**config.mk**
```make
export PLATFORM = sky130hd
export DESIGN_NAME = mips_multicycle_ctrl_flat
export DESIGN_NICKNAME = d
export VERILOG_FILES = /design/src/rtl/mips_multicycle_ctrl_if.sv /design/src/rtl/mips_multicycle_ctrl.sv /design/src/flat_wrapper.sv
export SDC_FILE = /design/constraint.sdc
export NUM_CORES = 1
export LEC_CHECK = 0
export CAP_MARGIN = 10
export CORE_UTILIZATION = 49
export DETAILED_ROUTE_END_ITERATION = 8
export PLACE_DENSITY = 0.82
export SKIP_CTS_REPAIR_TIMING = 1
export SYNTH_ARGS = -nofsm -noshare
export SYNTH_HDL_FRONTEND = slang
export SYNTH_SLANG_ARGS = --single-unit
```
**constraint.sdc**
```tcl
create_clock -name clk -period 2.3 [get_ports clk]
set_input_delay 0.46 -clock clk [delete_from_list [all_inputs] [get_ports clk]]
set_output_delay 0.46 -clock clk [all_outputs]
set_load 0.1 [all_outputs]
```
**src/rtl/mips_multicycle_ctrl_if.sv**
```systemverilog
// Control bundle between the multicycle MIPS controller and its datapath.
// The controller owns the master side; the datapath/memory owns the slave side.
interface mips_multicycle_ctrl_if;
  logic [5:0] opcode;
  logic       zero;
  logic       mem_ready;

  logic       IR_W;
  logic       pc_write;
  logic       pc_write_cond;
  logic [1:0] pc_source;
  logic       iord;
  logic       mem_read;
  logic       mem_write;
  logic       reg_write;
  logic       reg_dst;
  logic       mem_to_reg;
  logic       alu_src_a;
  logic [1:0] alu_src_b;
  logic [1:0] alu_op;
  logic       busy;
  logic       err;

  modport master (
    input  opcode, zero, mem_ready,
    output IR_W, pc_write, pc_write_cond, pc_source, iord, mem_read, mem_write,
           reg_write, reg_dst, mem_to_reg, alu_src_a, alu_src_b, alu_op, busy, err
  );

  modport slave (
    output opcode, zero, mem_ready,
    input  IR_W, pc_write, pc_write_cond, pc_source, iord, mem_read, mem_write,
           reg_write, reg_dst, mem_to_reg, alu_src_a, alu_src_b, alu_op, busy, err
  );
endinterface

```
**src/rtl/mips_multicycle_ctrl.sv**
```systemverilog
// Main control FSM of the MIPS32 multicycle core: Moore-decoded datapath strobes,
// memory ready handshake with a per-state wait timeout, sticky error on illegal opcode/timeout.
module mips_multicycle_ctrl #(
  parameter int TIMEOUT_CYC = 16
) (
  input logic                    clk,
  input logic                    rst,
  mips_multicycle_ctrl_if.master bus
);

  localparam logic [3:0] S_FETCH    = 4'd0;
  localparam logic [3:0] S_DECODE   = 4'd1;
  localparam logic [3:0] S_MEM_ADDR = 4'd2;
  localparam logic [3:0] S_MEM_RD   = 4'd3;
  localparam logic [3:0] S_MEM_WB   = 4'd4;
  localparam logic [3:0] S_MEM_WR   = 4'd5;
  localparam logic [3:0] S_EXEC_R   = 4'd6;
  localparam logic [3:0] S_R_WB     = 4'd7;
  localparam logic [3:0] S_BRANCH   = 4'd8;
  localparam logic [3:0] S_JUMP     = 4'd9;
  localparam logic [3:0] S_ADDI_EX  = 4'd10;
  localparam logic [3:0] S_ADDI_WB  = 4'd11;
  localparam logic [3:0] S_HALT     = 4'd12;

  localparam logic [5:0] OP_RTYPE = 6'h00;
  localparam logic [5:0] OP_J     = 6'h02;
  localparam logic [5:0] OP_BEQ   = 6'h04;
  localparam logic [5:0] OP_ADDI  = 6'h08;
  localparam logic [5:0] OP_LW    = 6'h23;
  localparam logic [5:0] OP_SW    = 6'h2B;

  // The N-th consecutive not-ready cycle (counter == N-1) is the one that times out,
  // unless mem_ready arrives in that same cycle.
  localparam logic [7:0] WAIT_LIMIT = 8'(TIMEOUT_CYC - 1);

  logic [3:0] r_state;
  logic [3:0] w_nextState;
  logic [7:0] r_waitCnt;
  logic       r_err;
  logic       r_isStore;
  logic       w_memState;
  logic       w_timeout;
  logic       w_illegal;

  logic       w_irW;
  logic       w_pcWrite;
  logic       w_pcWriteCond;
  logic [1:0] w_pcSource;
  logic       w_iord;
  logic       w_memRead;
  logic       w_memWrite;
  logic       w_regWrite;
  logic       w_regDst;
  logic       w_memToReg;
  logic       w_aluSrcA;
  logic [1:0] w_aluSrcB;
  logic [1:0] w_aluOp;
  logic       w_busy;

  assign w_memState = (r_state == S_FETCH) || (r_state == S_MEM_RD) || (r_state == S_MEM_WR);
  assign w_timeout  = w_memState && !bus.mem_ready && (r_waitCnt == WAIT_LIMIT);

  always_comb begin
    w_nextState = r_state;
    w_illegal   = 1'b0;
    case (r_state)
      S_FETCH: begin
        if (bus.mem_ready)  w_nextState = S_DECODE;
        else if (w_timeout) w_nextState = S_HALT;
      end
      S_DECODE: begin
        case (bus.opcode)
          OP_LW, OP_SW: w_nextState = S_MEM_ADDR;
          OP_RTYPE:     w_nextState = S_EXEC_R;
          OP_BEQ:       w_nextState = S_BRANCH;
          OP_J:         w_nextState = S_JUMP;
          OP_ADDI:      w_nextState = S_ADDI_EX;
          default: begin
            w_nextState = S_HALT;
            w_illegal   = 1'b1;
          end
        endcase
      end
      S_MEM_ADDR: w_nextState = r_isStore ? S_MEM_WR : S_MEM_RD;
      S_MEM_RD: begin
        if (bus.mem_ready)  w_nextState = S_MEM_WB;
        else if (w_timeout) w_nextState = S_HALT;
      end
      S_MEM_WB:  w_nextState = S_FETCH;
      S_MEM_WR: begin
        if (bus.mem_ready)  w_nextState = S_FETCH;
        else if (w_timeout) w_nextState = S_HALT;
      end
      S_EXEC_R:  w_nextState = S_R_WB;
      S_R_WB:    w_nextState = S_FETCH;
      S_BRANCH:  w_nextState = S_FETCH;
      S_JUMP:    w_nextState = S_FETCH;
      S_ADDI_EX: w_nextState = S_ADDI_WB;
      S_ADDI_WB: w_nextState = S_FETCH;
      S_HALT:    w_nextState = S_HALT;
      default:   w_nextState = S_HALT;
    endcase
  end

  // The wait counter restarts on every state change, so each memory state begins at zero.
  always_ff @(posedge clk or posedge rst) begin
    if (rst) begin
      r_state   <= S_FETCH;
      r_waitCnt <= '0;
      r_err     <= 1'b0;
      r_isStore <= 1'b0;
    end else begin
      r_state <= w_nextState;
      if (w_nextState != r_state)
        r_waitCnt <= '0;
      else if (w_memState && !bus.mem_ready)
        r_waitCnt <= r_waitCnt + 8'd1;
      if (w_timeout || w_illegal)
        r_err <= 1'b1;
      if (r_state == S_DECODE)
        r_isStore <= (bus.opcode == OP_SW);
    end
  end

  always_comb begin
    w_irW         = 1'b0;
    w_pcWrite     = 1'b0;
    w_pcWriteCond = 1'b0;
    w_pcSource    = 2'b00;
    w_iord        = 1'b0;
    w_memRead     = 1'b0;
    w_memWrite    = 1'b0;
    w_regWrite    = 1'b0;
    w_regDst      = 1'b0;
    w_memToReg    = 1'b0;
    w_aluSrcA     = 1'b0;
    w_aluSrcB     = 2'b00;
    w_aluOp       = 2'b00;
    w_busy        = 1'b0;
    if (!rst) begin
      w_busy = (r_state != S_FETCH);
      case (r_state)
        S_FETCH: begin
          w_memRead = 1'b1;
          w_aluSrcB = 2'b01;
          w_irW     = bus.mem_ready;
          w_pcWrite = bus.mem_ready;
        end
        S_DECODE:   w_aluSrcB = 2'b11;
        S_MEM_ADDR: begin
          w_aluSrcA = 1'b1;
          w_aluSrcB = 2'b10;
        end
        S_MEM_RD: begin
          w_memRead = 1'b1;
          w_iord    = 1'b1;
        end
        S_MEM_WB: begin
          w_regWrite = 1'b1;
          w_memToReg = 1'b1;
        end
        S_MEM_WR: begin
          w_memWrite = 1'b1;
          w_iord     = 1'b1;
        end
        S_EXEC_R: begin
          w_aluSrcA = 1'b1;
          w_aluOp   = 2'b10;
        end
        S_R_WB: begin
          w_regWrite = 1'b1;
          w_regDst   = 1'b1;
        end
        S_BRANCH: begin
          w_aluSrcA     = 1'b1;
          w_aluOp       = 2'b01;
          w_pcWriteCond = 1'b1;
          w_pcSource    = 2'b01;
        end
        S_JUMP: begin
          w_pcWrite  = 1'b1;
          w_pcSource = 2'b10;
        end
        S_ADDI_EX: begin
          w_aluSrcA = 1'b1;
          w_aluSrcB = 2'b10;
        end
        S_ADDI_WB: w_regWrite = 1'b1;
        default: ;
      endcase
    end
  end

  assign bus.IR_W          = w_irW;
  assign bus.pc_write      = w_pcWrite;
  assign bus.pc_write_cond = w_pcWriteCond;
  assign bus.pc_source     = w_pcSource;
  assign bus.iord          = w_iord;
  assign bus.mem_read      = w_memRead;
  assign bus.mem_write     = w_memWrite;
  assign bus.reg_write     = w_regWrite;
  assign bus.reg_dst       = w_regDst;
  assign bus.mem_to_reg    = w_memToReg;
  assign bus.alu_src_a     = w_aluSrcA;
  assign bus.alu_src_b     = w_aluSrcB;
  assign bus.alu_op        = w_aluOp;
  assign bus.busy          = w_busy;
  assign bus.err           = r_err;

endmodule

```
**src/flat_wrapper.sv**
```systemverilog
// flat-port wrapper written by rule: the top's interface ports become plain ports
module mips_multicycle_ctrl_flat 
#(
  parameter int TIMEOUT_CYC = 16
)
  (clk, rst, bus_opcode, bus_zero, bus_mem_ready, bus_IR_W, bus_pc_write, bus_pc_write_cond, bus_pc_source, bus_iord, bus_mem_read, bus_mem_write, bus_reg_write, bus_reg_dst, bus_mem_to_reg, bus_alu_src_a, bus_alu_src_b, bus_alu_op, bus_busy, bus_err);
  mips_multicycle_ctrl_if bus_i ();
  input logic clk;
  input logic rst;
  input wire logic [$bits(bus_i.opcode)-1:0] bus_opcode;
  input wire logic [$bits(bus_i.zero)-1:0] bus_zero;
  input wire logic [$bits(bus_i.mem_ready)-1:0] bus_mem_ready;
  output wire logic [$bits(bus_i.IR_W)-1:0] bus_IR_W;
  output wire logic [$bits(bus_i.pc_write)-1:0] bus_pc_write;
  output wire logic [$bits(bus_i.pc_write_cond)-1:0] bus_pc_write_cond;
  output wire logic [$bits(bus_i.pc_source)-1:0] bus_pc_source;
  output wire logic [$bits(bus_i.iord)-1:0] bus_iord;
  output wire logic [$bits(bus_i.mem_read)-1:0] bus_mem_read;
  output wire logic [$bits(bus_i.mem_write)-1:0] bus_mem_write;
  output wire logic [$bits(bus_i.reg_write)-1:0] bus_reg_write;
  output wire logic [$bits(bus_i.reg_dst)-1:0] bus_reg_dst;
  output wire logic [$bits(bus_i.mem_to_reg)-1:0] bus_mem_to_reg;
  output wire logic [$bits(bus_i.alu_src_a)-1:0] bus_alu_src_a;
  output wire logic [$bits(bus_i.alu_src_b)-1:0] bus_alu_src_b;
  output wire logic [$bits(bus_i.alu_op)-1:0] bus_alu_op;
  output wire logic [$bits(bus_i.busy)-1:0] bus_busy;
  output wire logic [$bits(bus_i.err)-1:0] bus_err;
  assign bus_i.opcode = bus_opcode;
  assign bus_i.zero = bus_zero;
  assign bus_i.mem_ready = bus_mem_ready;
  assign bus_IR_W = bus_i.IR_W;
  assign bus_pc_write = bus_i.pc_write;
  assign bus_pc_write_cond = bus_i.pc_write_cond;
  assign bus_pc_source = bus_i.pc_source;
  assign bus_iord = bus_i.iord;
  assign bus_mem_read = bus_i.mem_read;
  assign bus_mem_write = bus_i.mem_write;
  assign bus_reg_write = bus_i.reg_write;
  assign bus_reg_dst = bus_i.reg_dst;
  assign bus_mem_to_reg = bus_i.mem_to_reg;
  assign bus_alu_src_a = bus_i.alu_src_a;
  assign bus_alu_src_b = bus_i.alu_src_b;
  assign bus_alu_op = bus_i.alu_op;
  assign bus_busy = bus_i.busy;
  assign bus_err = bus_i.err;
  mips_multicycle_ctrl #(.TIMEOUT_CYC(TIMEOUT_CYC)) u_core (.clk(clk), .rst(rst), .bus(bus_i));
endmodule
```
==> results.txt, run 1 <==
* Hold Violations, Final: 0
* CTS Buf Count: 3
- # port buffers: 26
* Growth of design area from synthesis to finish: 61.8%
- Num ports: 28
- Number of nets in the final layout: around 200
* First-pass GRT wire length: 6030 µm
- The wire-length estimate of the detail-placed layout is 2730 µm.
- Via count of the first global-routing pass: 1294
- Mapped Avg Cell Area: roughly 8.1 µm²
- Count of TritonRoute iterations in the first routing pass: 4
- Last weighted congestion value of the routability-driven placer: 0.901
- In this run the power density over the cells is 1130 nW/µm².
* Combinational fraction of design power: 0.752
* Pin count of the biggest net entering global routing: 16
- The slowest stage of the critical path belongs to the cell sky130_fd_sc_hd__clkdlybuf4s50_1.
- Number of distinct standard cells referenced by the synthesized netlist: 42
* Hold crit path type: reg -> reg
- GRT Overall Usage: 0.307
- Switching power share of the total: 0.553
- Using the TritonRoute via totals, the vias-per-cell ratio works out to 6.27.
* Clock H-tree levels: 1
- CP arrival: 1790 ps
- Setup violations remaining at the end of the flow were counted as 0.
* Worst setup path class: in -> out
* Post-synth EDFFs: 0
* Total grt overflow: 0
- Counting every instance in the synthesized netlist gives 148.
* Sum of routed wire length over all layers: 3780 µm
- Width of the chip: 51.5 µm
- The number of nets handed over by synthesis was 159.
- The internal portion of the total power is 0.977 mW.
* Headroom to the max-slew limit: 0.625
- Part of the power in registers: 0.169
* Finished Core Util: 0.862
- In this design, the stage delay of the slowest critical-path cell is 550 ps.
- For the pin with the worst max-slew slack, the measured transition is 558 ps.
* Part of the cycle the worst path needs: 0.979
- Buffers from clock root to sink, at most: 2
* Share of flip-flops with an asynchronous set or reset after synthesis: 1.00
* Share of total power in the clock network: 0.079
* Total of flip-flops plus latches after synthesis: 14
* Cell-by-cell trace of the critical path: clkdlybuf4s50_1, buf_4, inv_1, and3_2, buf_12
- Largest delay contributor family on the critical path: buffers and inverters
* Clock sink count: 14
- Number of fill cells: 113
- Launching point of the worst reg2reg path: u_core.r_waitCnt[4]
- CP Launch Point: rst
- Hold wc startpoint: u_core.bus.err
- Net switching power of the design: about 1.2 mW
* Total core area: between 2000 and 2500 µm²
- Static Leakage: 0.774 nW
- Total vias in the final route: ~1300
- The share of the Yosys chip area taken by registers is 0.292.
* Initial antenna violation count: 0
- For this run, the top clock speed supported by timing is ~440 MHz.
- IR analysis of the VDD net gives a maximum drop of 0.931 mV.
- Clock skew on the completed layout was measured at 5.50 ps.
- The routed design could run at a clock period as short as 2250 ps.
- For this configuration, the core starts out at a cell density of 0.533.
* Drc violations: 0
- After clock tree synthesis, the clock-pin slew on the worst setup and hold paths is 80 ps.
- The cell area that synthesis handed to floorplanning was 1200 µm².
- Antenna-violating nets left: 0
- The finished cells cover just under 2000 µm².
- The final-report max-slew violation count came to 0.
- Critical Path Source Type: input port
- For this run, the leading register cell type out of synthesis is sky130_fd_sc_hd__dfrtp_1.
- Required time of the worst setup path: 1840 ps
* Worst hold margin: 492 ps
- Height of the die: between 50 and 60 µm
- Dividing the detail-routed wire length by the instance count gives 17.6 µm.
* Type of destination of the critical path: output port
- Most frequent standard cell in the layout excluding fill and tap cells: sky130_fd_sc_hd__buf_4
- CP Max Fanout: 8
* Status: completed
- In this run, the number of DRC markers left after iteration 0 of detailed routing was 56.
- The die covers 2650 µm².
* Number of maximum-capacitance violations: 0
- In the layout the commonest cells are sky130_fd_sc_hd__buf_4, sky130_fd_sc_hd__nand2_1, sky130_fd_sc_hd__buf_12.
- The tree is rooted in a sky130_fd_sc_hd__clkbuf_4.
- In the final layout, the share of cells above drive strength 1 is 0.412.
- Buffers and inverters on the worst path: 4
- Yosys printed 0 warnings.
- In this run the core area contains 17 standard-cell rows.
* Number of inserted diodes: 0
- TritonCTS built the clock tree.
- Placement Cell Area: about 1900 µm²
- The later pin in the worst-skew pair is clocked with a latency of roughly 280 ps.
## registers in the layout, indices dropped and copies added (netlist names)
name and cells:
u_core.r_waitCnt 8, u_core.r_isStore 1, u_core.r_state 4, u_core.bus.err 1
## cells by family (layout without fill, tap and decap cells)
kind of cell               Yosys count  count (layout)  share of synthesized area
buffers and inverters               16              55                     0.0698
and+or+nand+nor                     82              82                      0.391
DFF                                 14              14                      0.292
muxes                                2               2                     0.0208
AOI/OAI and AO/OA                   24              24                      0.151
adders and majority gates            1               1                     0.0104
xor gates and xnor gates             9               9                     0.0656
## synthesized netlist by cell type, drive strengths merged, types with 4 or more instances
master / instances / area share
a21oi: 4 / 0.017
and3: 5 / 0.026
buf: 5 / 0.035
clkbuf: 5 / 0.016
dfrtp: 14 / 0.29
inv: 6 / 0.019
nand2: 19 / 0.066
nand4: 5 / 0.026
nor2: 18 / 0.056
nor3: 15 / 0.096
nor4: 6 / 0.031
o21ai: 8 / 0.033
xor2: 6 / 0.044
## power groups by stage
stage	clock, mW	sequential, mW	combinational (mW)
floorplan	0	0.302	1.21
global placement	0	0.379	1.50
detailed placement	0	0.386	1.55
CTS	0.177	0.381	1.55
global route	0.185	0.374	1.71
finish	0.173	0.369	1.65
## worst paths after layout
kind	endpoint	slack, ps	cells after the start
hold reg to reg	u_core.bus.err	490	1
max in group asynchronous	u_core.r_state[2]	1260	4
setup / recovery	bus_alu_src_a	50	5
min in group asynchronous	u_core.r_state[3]	850	4
setup reg to reg	u_core.r_waitCnt[1]	70	6
hold / removal	u_core.bus.err	490	1
## worst reg2reg max path, stage by stage (launching register included)
cell	delay [ps]
sky130_fd_sc_hd__dfrtp_1	430
sky130_fd_sc_hd__nor4_1	530
sky130_fd_sc_hd__and4_1	400
sky130_fd_sc_hd__nand2_4	80
sky130_fd_sc_hd__o2111ai_2	90
sky130_fd_sc_hd__mux2_4	400
sky130_fd_sc_hd__nor3_2	210
## metal layers
metal | track usage | part of all wire | up-vias
met5 | 0 | 0 | -
met1 | 0.379 | 0.40 | 641
li1 | - | - | 619
met3 | 0.0673 | 0.061 | 15
met4 | 0.0811 | 0.028 | 0
met2 | 0.537 | 0.51 | 72
## layout make-up
| cell class | instances | area (µm²) | share of cell area |
|---|---|---|---|
| Multi-Input combinational cell | 118 | 911 | 0.469 |
| Inverter | 6 | 22.5 | 0.0116 |
| Timing Repair Buffer | 45 | 583 | 0.300 |
| Clock buffer | 4 | 36.3 | 0.0187 |
| Tap cell | 28 | 35.0 | 0.0180 |
| Sequential cell | 14 | 355 | 0.183 |
## per-stage QoR
step,cells,total power [mW],TNS (ps),worst slack [ps]
6_report,215,2.19,0,49.0
5_1_grt,215,2.27,-121,-51.7
4_1_cts,213,2.11,-277,-148
3_5_place_dp,209,1.93,-782,-137
3_3_place_gp,209,1.88,-216,-36.9
2_1_floorplan,148,1.51,-637,-269
(Power assumes the default switching activity.)
==> inputs of run 2 (changes only) <==
Settings changed: ABC_AREA set to 1, CTS_CLUSTER_DIAMETER set to 100, PLACE_DENSITY 0.82 to 0.83.
==> run 2 against run 1 <==
- final area down 14%
- global-route usage down 5.9 points
- area after synthesis down 6.1%
- critical path depth down 1
- cell count up 7.4%
- worst hold slack worse by 14 ps
- critical path type is now reg -> out
- largest cell class unchanged
==> results.txt, run 2 <==
- The critical path starts at u_core.r_state[1].
- Number of maximum-capacitance violations: 0
* Non-filler instance count after layout: 231
- Hold crit path type: reg -> reg
- Total core area: 2190 µm²
- Total power per unit cell area: 258 nW/µm²
* Row cnt: 17
- Clock Pin Slew Worst Setup and Hold Paths: about 70 ps
- For this run the aggregate overflow at the end of global routing stands at 0.
- Counting every net in the synthesized netlist gives 184.
- The first routing iteration left 35 violations.
* Drc violations: 0
- In the post-synthesis netlist, the biggest area contributors are sky130_fd_sc_hd__dfrtp_1, sky130_fd_sc_hd__nand2_1, sky130_fd_sc_hd__nor2_1, sky130_fd_sc_hd__inv_1, sky130_fd_sc_hd__nand3_1.
- The average instance in the mapped netlist occupies 6.52 µm².
* Buffers from clock root to sink, at most: 2
- CTS built an H-tree with a depth of 1.
- Worst Max-Slew Pin Slew: ~320 ps
- FMAX: 459 MHz
- Commonest cells after routing, fill and taps aside: sky130_fd_sc_hd__nand2_1, sky130_fd_sc_hd__inv_1, sky130_fd_sc_hd__nor2_1
* Antenna-violating nets left: 0
- The worst-case IR drop observed on VDD is 0.313 mV.
- After detailed routing, the total wire length is 2910 µm.
- Total vias in the final route: ~1200
- Reg with most FFs: u_core.r_waitCnt
- The floorplan step defined a die boundary enclosing 2500 µm².
* Placed wire-length estimate: 2400 µm
* CTS Buf Count: 3
- # port buffers: 26
* Number of inserted diodes: 0
* Number of nets in the final layout: 216
- Number of cells on the worst reg-to-reg path: 11
* Delay of the slowest cell on the worst path: 500 ps
- The initial utilization of the core area, before any placement, comes to 0.515.
- Initial antenna violation count: 0
- Most frequent standard cell in the layout excluding fill and tap cells: sky130_fd_sc_hd__nand2_1
- Counting instances, the worst hold path has a depth of 2.
- CTS tree: done
- Static Leakage: 0.822 nW
- The number of global-route vias before repair is 1136.
* Share of flip-flops with an asynchronous set or reset after synthesis: 1.00
* Post-synthesis cell count: about 170
- At the later pin of the worst-skew pair, clock insertion delay measures 280 ps.
- Status: completed
* Most frequently used cell type in the post-synthesis netlist: sky130_fd_sc_hd__nand2_1
* Cell-by-cell trace of the critical path: nor2_2, nand3_1, a21oi_2, buf_12
- The register with the most flip-flops in the layout has 8 of them.
- The largest registers in the layout are u_core.r_waitCnt: 8 flops, u_core.r_state: 4 flops.
- In the final layout, the share of cells above drive strength 1 is 0.296.
* Setup TNS: 0 ps
- The slowest stage of the critical path is the sky130_fd_sc_hd__dfrtp_1 cell.
- Max-slew violations: 0
- Total of flip-flops plus latches after synthesis: 14
* Area of the mapped netlist: ~1100 µm²
- Average wire length per cell after detail routing: 12.6 µm
- In this run, synthesis inferred 0 flip-flops with an integrated enable.
- Hold Violations, Final: 0
- At the end of routability-driven placement, the weighted congestion stood at 0.842.
- After detailed routing, the number of vias per cell comes to 5.21.
- Worst hold margin: around 480 ps
- Final setup violating endpoints: 0
- Required time of the worst setup path: 1840 ps
- The design draws 0.431 mW.
* Library cell with the largest summed area after synthesis: sky130_fd_sc_hd__dfrtp_1
- The die is 50.0 µm tall.
* Buffer type at the clock tree root: sky130_fd_sc_hd__clkbuf_4
* Growth of design area from synthesis to finish: 48.4%
- Clock period minus worst slack: 2180 ps
* CP Max Fanout: 7
* Endpoint of the most critical register-to-register path: u_core.r_waitCnt[0]
- Entering global routing, the biggest net connects 15 pins.
- The worst register-to-register path has a setup slack of 360 ps.
- Once placement finished, the instance area stood at 1650 µm².
- Setup repair after global routing left no endpoint under its margin.
* Launching point of the worst reg2reg path: u_core.r_state[3]
* Worst setup path class: reg -> out
* Hold Path Sink: u_core.bus.err
* Top FF cell, synth: sky130_fd_sc_hd__dfrtp_1
* Count of TritonRoute iterations in the first routing pass: 4
- In this run the tightest slew margin relative to its limit is 0.785.
- Cell types with the highest counts after synthesis: sky130_fd_sc_hd__nand2_1, sky130_fd_sc_hd__nor2_1, sky130_fd_sc_hd__inv_1
* Setup Skew: 6.09 ps
- After routing the design area is about 1700 µm².
- In the finished design, the share of the clock period the worst path needs comes to 0.948.
- Hold wc startpoint: u_core.bus.err
- Num ports: 28
- Area share of the largest cell type after synthesis: 0.311
- Number of distinct standard cells referenced by the synthesized netlist: 22
* GRT Overall Usage: 0.248
- Yosys printed 0 warnings.
- Once placement completed, the tool counted placed cells totaling 228.
* Width of the chip: 50.0 µm
- Type of destination of the critical path: output port
* Critical Path Source Type: register
- Clock sink count: 14
- Seq/Total Area, Yosys: 0.311
- CP arrival: 1720 ps
- First-pass GRT wire length: around 4700 µm
run 2: final cells by class:
type | instances | area, µm²
multi-input combinational | 134 | 731
fill | 148 | 518
timing repair buffer | 28 | 443
inverter | 24 | 91.3
sequential | 14 | 350
clock buffer | 3 | 22.5
tap | 28 | 35.0
run 2: routing by layer:
metal | GRT usage | vias up | routed length (µm)
met5 | 0 | - | 0
met4 | 0.100 | 0 | 65
met3 | 0.0710 | 10 | 132
met2 | 0.421 | 39 | 1500
met1 | 0.289 | 551 | 1210
li1 | - | 603 | -
run 2: worst max-delay path by stage:
stage	endpoint	slack, ps	cells past startpoint
after floorplan	bus_alu_op[1]	-430	3
after global placement	u_core.r_waitCnt[0]	220	11
after detailed placement	u_core.r_waitCnt[6]	150	11
after CTS	bus_pc_write	50	4
after global routing	bus_pc_write	40	4
final	bus_pc_write	120	4
run 2: cells by family after synthesis:
group                    synth area share
AO/OA/AOI/OAI                      0.0610
AND/OR/NAND/NOR                     0.471
buffers and inverters              0.0843
adder cells (fa/ha/maj)            0.0111
flip-flops                          0.311
XOR/XNOR                           0.0622
run 2: metrics by stage:
step                utilization  worst slack (ps)
floorplan                     -              -426
global placement          0.752               219
detailed placement        0.752               154
CTS                       0.762              47.3
global route              0.764              41.4
finish                    0.764               121
run 2: where the power goes:
group | internal, mW | total, mW | switching (mW) | leakage [nW]
logic | 0.0224 | 0.0535 | 0.0311 | 0.628
registers | 0.246 | 0.246 | 0 | 0.180
clock network | 0.0608 | 0.131 | 0.0706 | 0.0138
run 2: worst max-delay path, delay by kind of cell, from the launching register on:
family	cells	cell delay, ps
buffers and inverters	1	190
and+or+nand+nor	2	510
AOI/OAI and AO/OA	1	230
DFF	1	500
==> RTL change 1, RTL diff (settings of run 2) <==
Reset style: synchronous (`rst`), changed in one clocked block.
--- a/src/rtl/mips_multicycle_ctrl.sv
+++ b/src/rtl/mips_multicycle_ctrl.sv
@@ -103,7 +103,7 @@
   end
 
   // The wait counter restarts on every state change, so each memory state begins at zero.
-  always_ff @(posedge clk or posedge rst) begin
+  always_ff @(posedge clk) begin
     if (rst) begin
       r_state   <= S_FETCH;
       r_waitCnt <= '0;
Function: differs if rst is asserted again (counterexample within 4 cycles, from zero or initial values and one cycle with rst high); with rst held inactive, the same outputs for 10 cycles.
==> RTL change 1 against run 2 <==
Synthesized area grew 4.3%; clock skew shrank 4.4 ps; global-route usage grew 2.2 points; sequential cell count is the same; first-iteration DRC count shrank 17%; setup slack gained 54 ps; critical endpoint unchanged; non-clock buffer count is the same; final area grew 5.4%; wire length grew 4.8%.
Power is not compared: it rests on default switching activity, and its combinational part moved more than twofold at a synthesized area within 25%.
==> RTL change 1: results (changes against run 2) <==
nets: 227  # +5.1%
maxSlewHeadroom: 0.722  # -0.0628
ys.flop_type: "dfxtp_1"
drt_iter0_markers: 29  # -17%
fill_cells: 160  # +8.1%
grtUsageTotal: 0.270  # +0.0224
reg2reg_depth: 10  # -1
cts-root-buf: "clkbuf_4"
grt_max_degree: 12  # -3
cp_slowest_stage_delay_ps: 440  # -60 ps
dpl.hpwl_mm: 2.48  # +3.1%
drive_gt1_frac: 0.349  # +0.0533
antenna_found_initial: 0  # unchanged
numCtsBuffers: 3  # unchanged
synth_nets: 197  # +7.1%
drc_errors: 0  # unchanged
grt_pass1_vias: 1244  # +9.5%
ys_seq_area_frac: 0.238  # -0.0725
reg2reg_slack_ps: 410  # +50 ps
gp_congestion: 0.881  # +4.6%
wl_per_cell_um: 12.5  # -0.39%
netlist_top_cells_count: "nand2_1 (34), nor2_1 (32), inv_1 (22)"
whs_ps: 482  # +3.54 ps
placed_area_mm2: 0.00173  # +4.8%
async_flop_share: 0  # -1.00
grt_pass1_wl_mm: 5.25  # +11%
synthDistinctLibCells: 24  # +9.1%
vias: 1270  # +5.6%
fin_skew_ps: 1.65  # -4.43 ps
cp.arrival_ps: 1670  # -50 ps
outcome: "completed"
yosys-top-cells-area: "dfxtp_1 (24%), nand2_1 (11%), nor2_1 (10%), inv_1 (7.0%), nand3_1 (6.8%)"
[RTL change 1: cell count changes in the layout (fill, tap and decap cells not counted), sizes merged, moves of 3 or more]
cell	run 2	this run
o21ai	5	2
nor2	42	47
a21oi	6	9
dfxtp	0	14
nor3	1	5
dfrtp	14	0
inv	23	27
[RTL change 1: area by class of cell]
type,count,area [um^2],area share
inverters,27,101,0.0575
clock buffers,4,36.3,0.0206
well taps,28,35.0,0.0199
flip-flops and latches,14,280,0.159
multi-input cells,142,867,0.492
repair buffers,28,443,0.251
[RTL change 1: metal layers]
| layer | part of all wire | track usage | vias up |
|---|---|---|---|
| li1 | - | - | 643 |
| met1 | 0.41 | 0.304 | 581 |
| met2 | 0.52 | 0.482 | 39 |
| met3 | 0.050 | 0.0387 | 7 |
| met4 | 0.020 | 0.148 | 0 |
| met5 | 0 | 0 | - |
[RTL change 1: stage by stage]
stage / setup TNS, ps / worst slack, ps / power [mW] / cells
global route: 0 / 74.1 / 0.983 / 243
global placement: 0 / 161 / 0.746 / 239
finish: 0 / 175 / 0.940 / 243
detailed placement: 0 / 67.2 / 0.760 / 239
floorplan: -357 / -197 / 0.616 / 186
CTS: 0 / 166 / 0.943 / 243
[RTL change 1: cells by family (layout without fill, tap and decap cells)]
family | Yosys count | after routing | synth area share
simple gates | 121 | 121 | 0.539
mux | 1 | 1 | 0.00957
fa+ha+maj | 1 | 1 | 0.0106
xor+xnor | 7 | 7 | 0.0521
buf+inv | 30 | 59 | 0.0968
compound gates | 12 | 12 | 0.0532
flops | 14 | 14 | 0.238
[RTL change 1: final timing paths]
| path | startpoint | end |
|---|---|---|
| max | u_core.r_state[3] | bus_pc_write |
| min | u_core.r_isStore | u_core.r_isStore |
| max reg2reg | u_core.r_state[2] | u_core.r_waitCnt[7] |
| min reg2reg | u_core.r_isStore | u_core.r_isStore |
[RTL change 1: worst reg2reg max path: stages, from the launching register on]
cell     delay (ps)
dfxtp_1         500
inv_2           140
nand2_2         230
nor2_1          100
nor2_1          120
nand3_1         100
nor2_2          150
nand3_1          90
nand2_1         130
nand3_4         160
nor2_2          120
[RTL change 1: power by group through the flow]
stage | clock (mW) | sequential, mW | combinational (mW)
2_1_floorplan | 0 | 0.285 | 0.332
3_3_place_gp | 0 | 0.273 | 0.473
3_5_place_dp | 0 | 0.274 | 0.486
4_1_cts | 0.186 | 0.269 | 0.489
5_1_grt | 0.196 | 0.271 | 0.516
6_report | 0.183 | 0.269 | 0.488
==> RTL change 2, RTL diff (flow settings as in run 2) <==
Without the edit above. `TIMEOUT_CYC` is set to 16 in 2 places; all go to 8.
--- a/src/rtl/mips_multicycle_ctrl.sv
+++ b/src/rtl/mips_multicycle_ctrl.sv
@@ -1,7 +1,7 @@
 // Main control FSM of the MIPS32 multicycle core: Moore-decoded datapath strobes,
 // memory ready handshake with a per-state wait timeout, sticky error on illegal opcode/timeout.
 module mips_multicycle_ctrl #(
-  parameter int TIMEOUT_CYC = 16
+  parameter int TIMEOUT_CYC = 8
 ) (
   input logic                    clk,
   input logic                    rst,
--- a/src/flat_wrapper.sv
+++ b/src/flat_wrapper.sv
@@ -1,7 +1,7 @@
 // flat-port wrapper written by rule: the top's interface ports become plain ports
 module mips_multicycle_ctrl_flat 
 #(
-  parameter int TIMEOUT_CYC = 16
+  parameter int TIMEOUT_CYC = 8
 )
   (clk, rst, bus_opcode, bus_zero, bus_mem_ready, bus_IR_W, bus_pc_write, bus_pc_write_cond, bus_pc_source, bus_iord, bus_mem_read, bus_mem_write, bus_reg_write, bus_reg_dst, bus_mem_to_reg, bus_alu_src_a, bus_alu_src_b, bus_alu_op, bus_busy, bus_err);
   mips_multicycle_ctrl_if bus_i ();
Formal check against the unedited RTL: not equivalent (a bounded check fails within 10 cycles, from zero or initial values and one cycle with rst high).
==> RTL change 2 against run 2 <==
Setup slack worse by 9.8 ps; global-route usage increased by 1.1 points; sequential cell count did not move; wire length grew 3.9%; sequential power is essentially flat; synthesized area grew 9.1%; final area is 8.3% higher; power is 12% higher; worst hold slack gained 4.3 ps.
==> RTL change 2: results (changes against run 2) <==
startpoint: "u_core.r_state[0]"
irDropWorstVdd_mv: 0.357  # +14%
signal_buffers: 31  # +11%
fin_skew_ps: 3.32  # -2.77 ps
via_per_inst: 5.36  # +2.9%
dp_cells: 227  # -0.44%
path_clk_slew_ps: 90  # +20 ps
tightest_slew_ps: 277  # -45.9 ps
area_share_nonclk_buffers: 0.257  # -0.00787
wl_met3_um: 176  # +33%
whs_ps: 483  # +4.32 ps
p_leak_nw: 0.893  # +8.7%
vias: 1248  # +3.7%
p_clk_frac: 0.374  # +0.069
synth_cells: 172  # -0.58%
fill_cells: 162  # +9.5%
grtUsageTotal: 0.259  # +0.0110
initial_core_util: 0.535  # +0.0208
wl_met1_mm: 1.30  # +7.9%
nets: 217  # +0.46%
drive_gt1_frac: 0.380  # +0.0849
grt_util_met3: 0.0468  # -0.0242
drt_iter0_markers: 41  # +17%
synth_nets: 183  # -0.54%
wl_met2_mm: 1.50  # -0.40%
nClkBuffers: 4  # +1
grt_pass1_wl_mm: 5.21  # +10%
multi_input_area_share: 0.456  # +0.0190
wl_per_cell_um: 13.0  # +3.0%
placed_area_mm2: 0.00175  # +6.4%
multiInputGateArea_um2: 826  # +13%
r2r_end: "u_core.r_waitCnt[2]"
reg2reg_depth: 10  # -1
multi_input_gates: 131  # -2.2%
switching_share: 0.243  # +0.00704
pwr-share-seq: 0.510  # -0.061
cp_slowest_stage_delay_ps: 470  # -30 ps
power.switching_uw: 117  # +15%
inv_count: 25  # +4.2%
place_ws_ps: 150  # -4.13 ps
gp_congestion: 0.890  # +5.7%
ys_seq_area_frac: 0.285  # -0.0259
dpl.hpwl_mm: 2.51  # +4.4%
synthDistinctLibCells: 28  # +27%
ff_latch_area_um2: 353  # +0.71%
outcome: "completed"
rr_startpoint: "u_core.r_state[2]"
netlist_top_cells_count: "nand2_1 (29), nor2_1 (27), inv_1 (21)"
final-clk-cell-share: 0.0200  # +0.00656
## RTL change 2: changes by cell type after synthesis, moves of 3 or more
cell,before,now
nand3_4,0,3
xnor2_1,3,0
inv_2,0,3
nor2_1,30,27
nand2_1,38,29
## RTL change 2: logic make-up (layout without fill, tap and decap cells)
logic type               after synthesis  in the layout  synth area share
AND/OR/NAND/NOR                      107            107             0.487
buffers and inverters                 27             60            0.0875
AO/OA/AOI/OAI                         16             16            0.0804
flip-flops                            14             14             0.285
XOR/XNOR                               7              7            0.0498
adder cells (fa/ha/maj)                1              1            0.0102
## RTL change 2: worst max path at each step
stage                     endpoint  slack (ps)  cells past startpoint
2_1_floorplan        bus_alu_op[1]        -420                      3
3_3_place_gp   u_core.r_waitCnt[0]         230                     10
3_5_place_dp   u_core.r_waitCnt[7]         150                     10
4_1_cts               bus_pc_write          -7                      6
5_1_grt              bus_alu_src_a          10                      6
6_report             bus_alu_src_a         110                      6
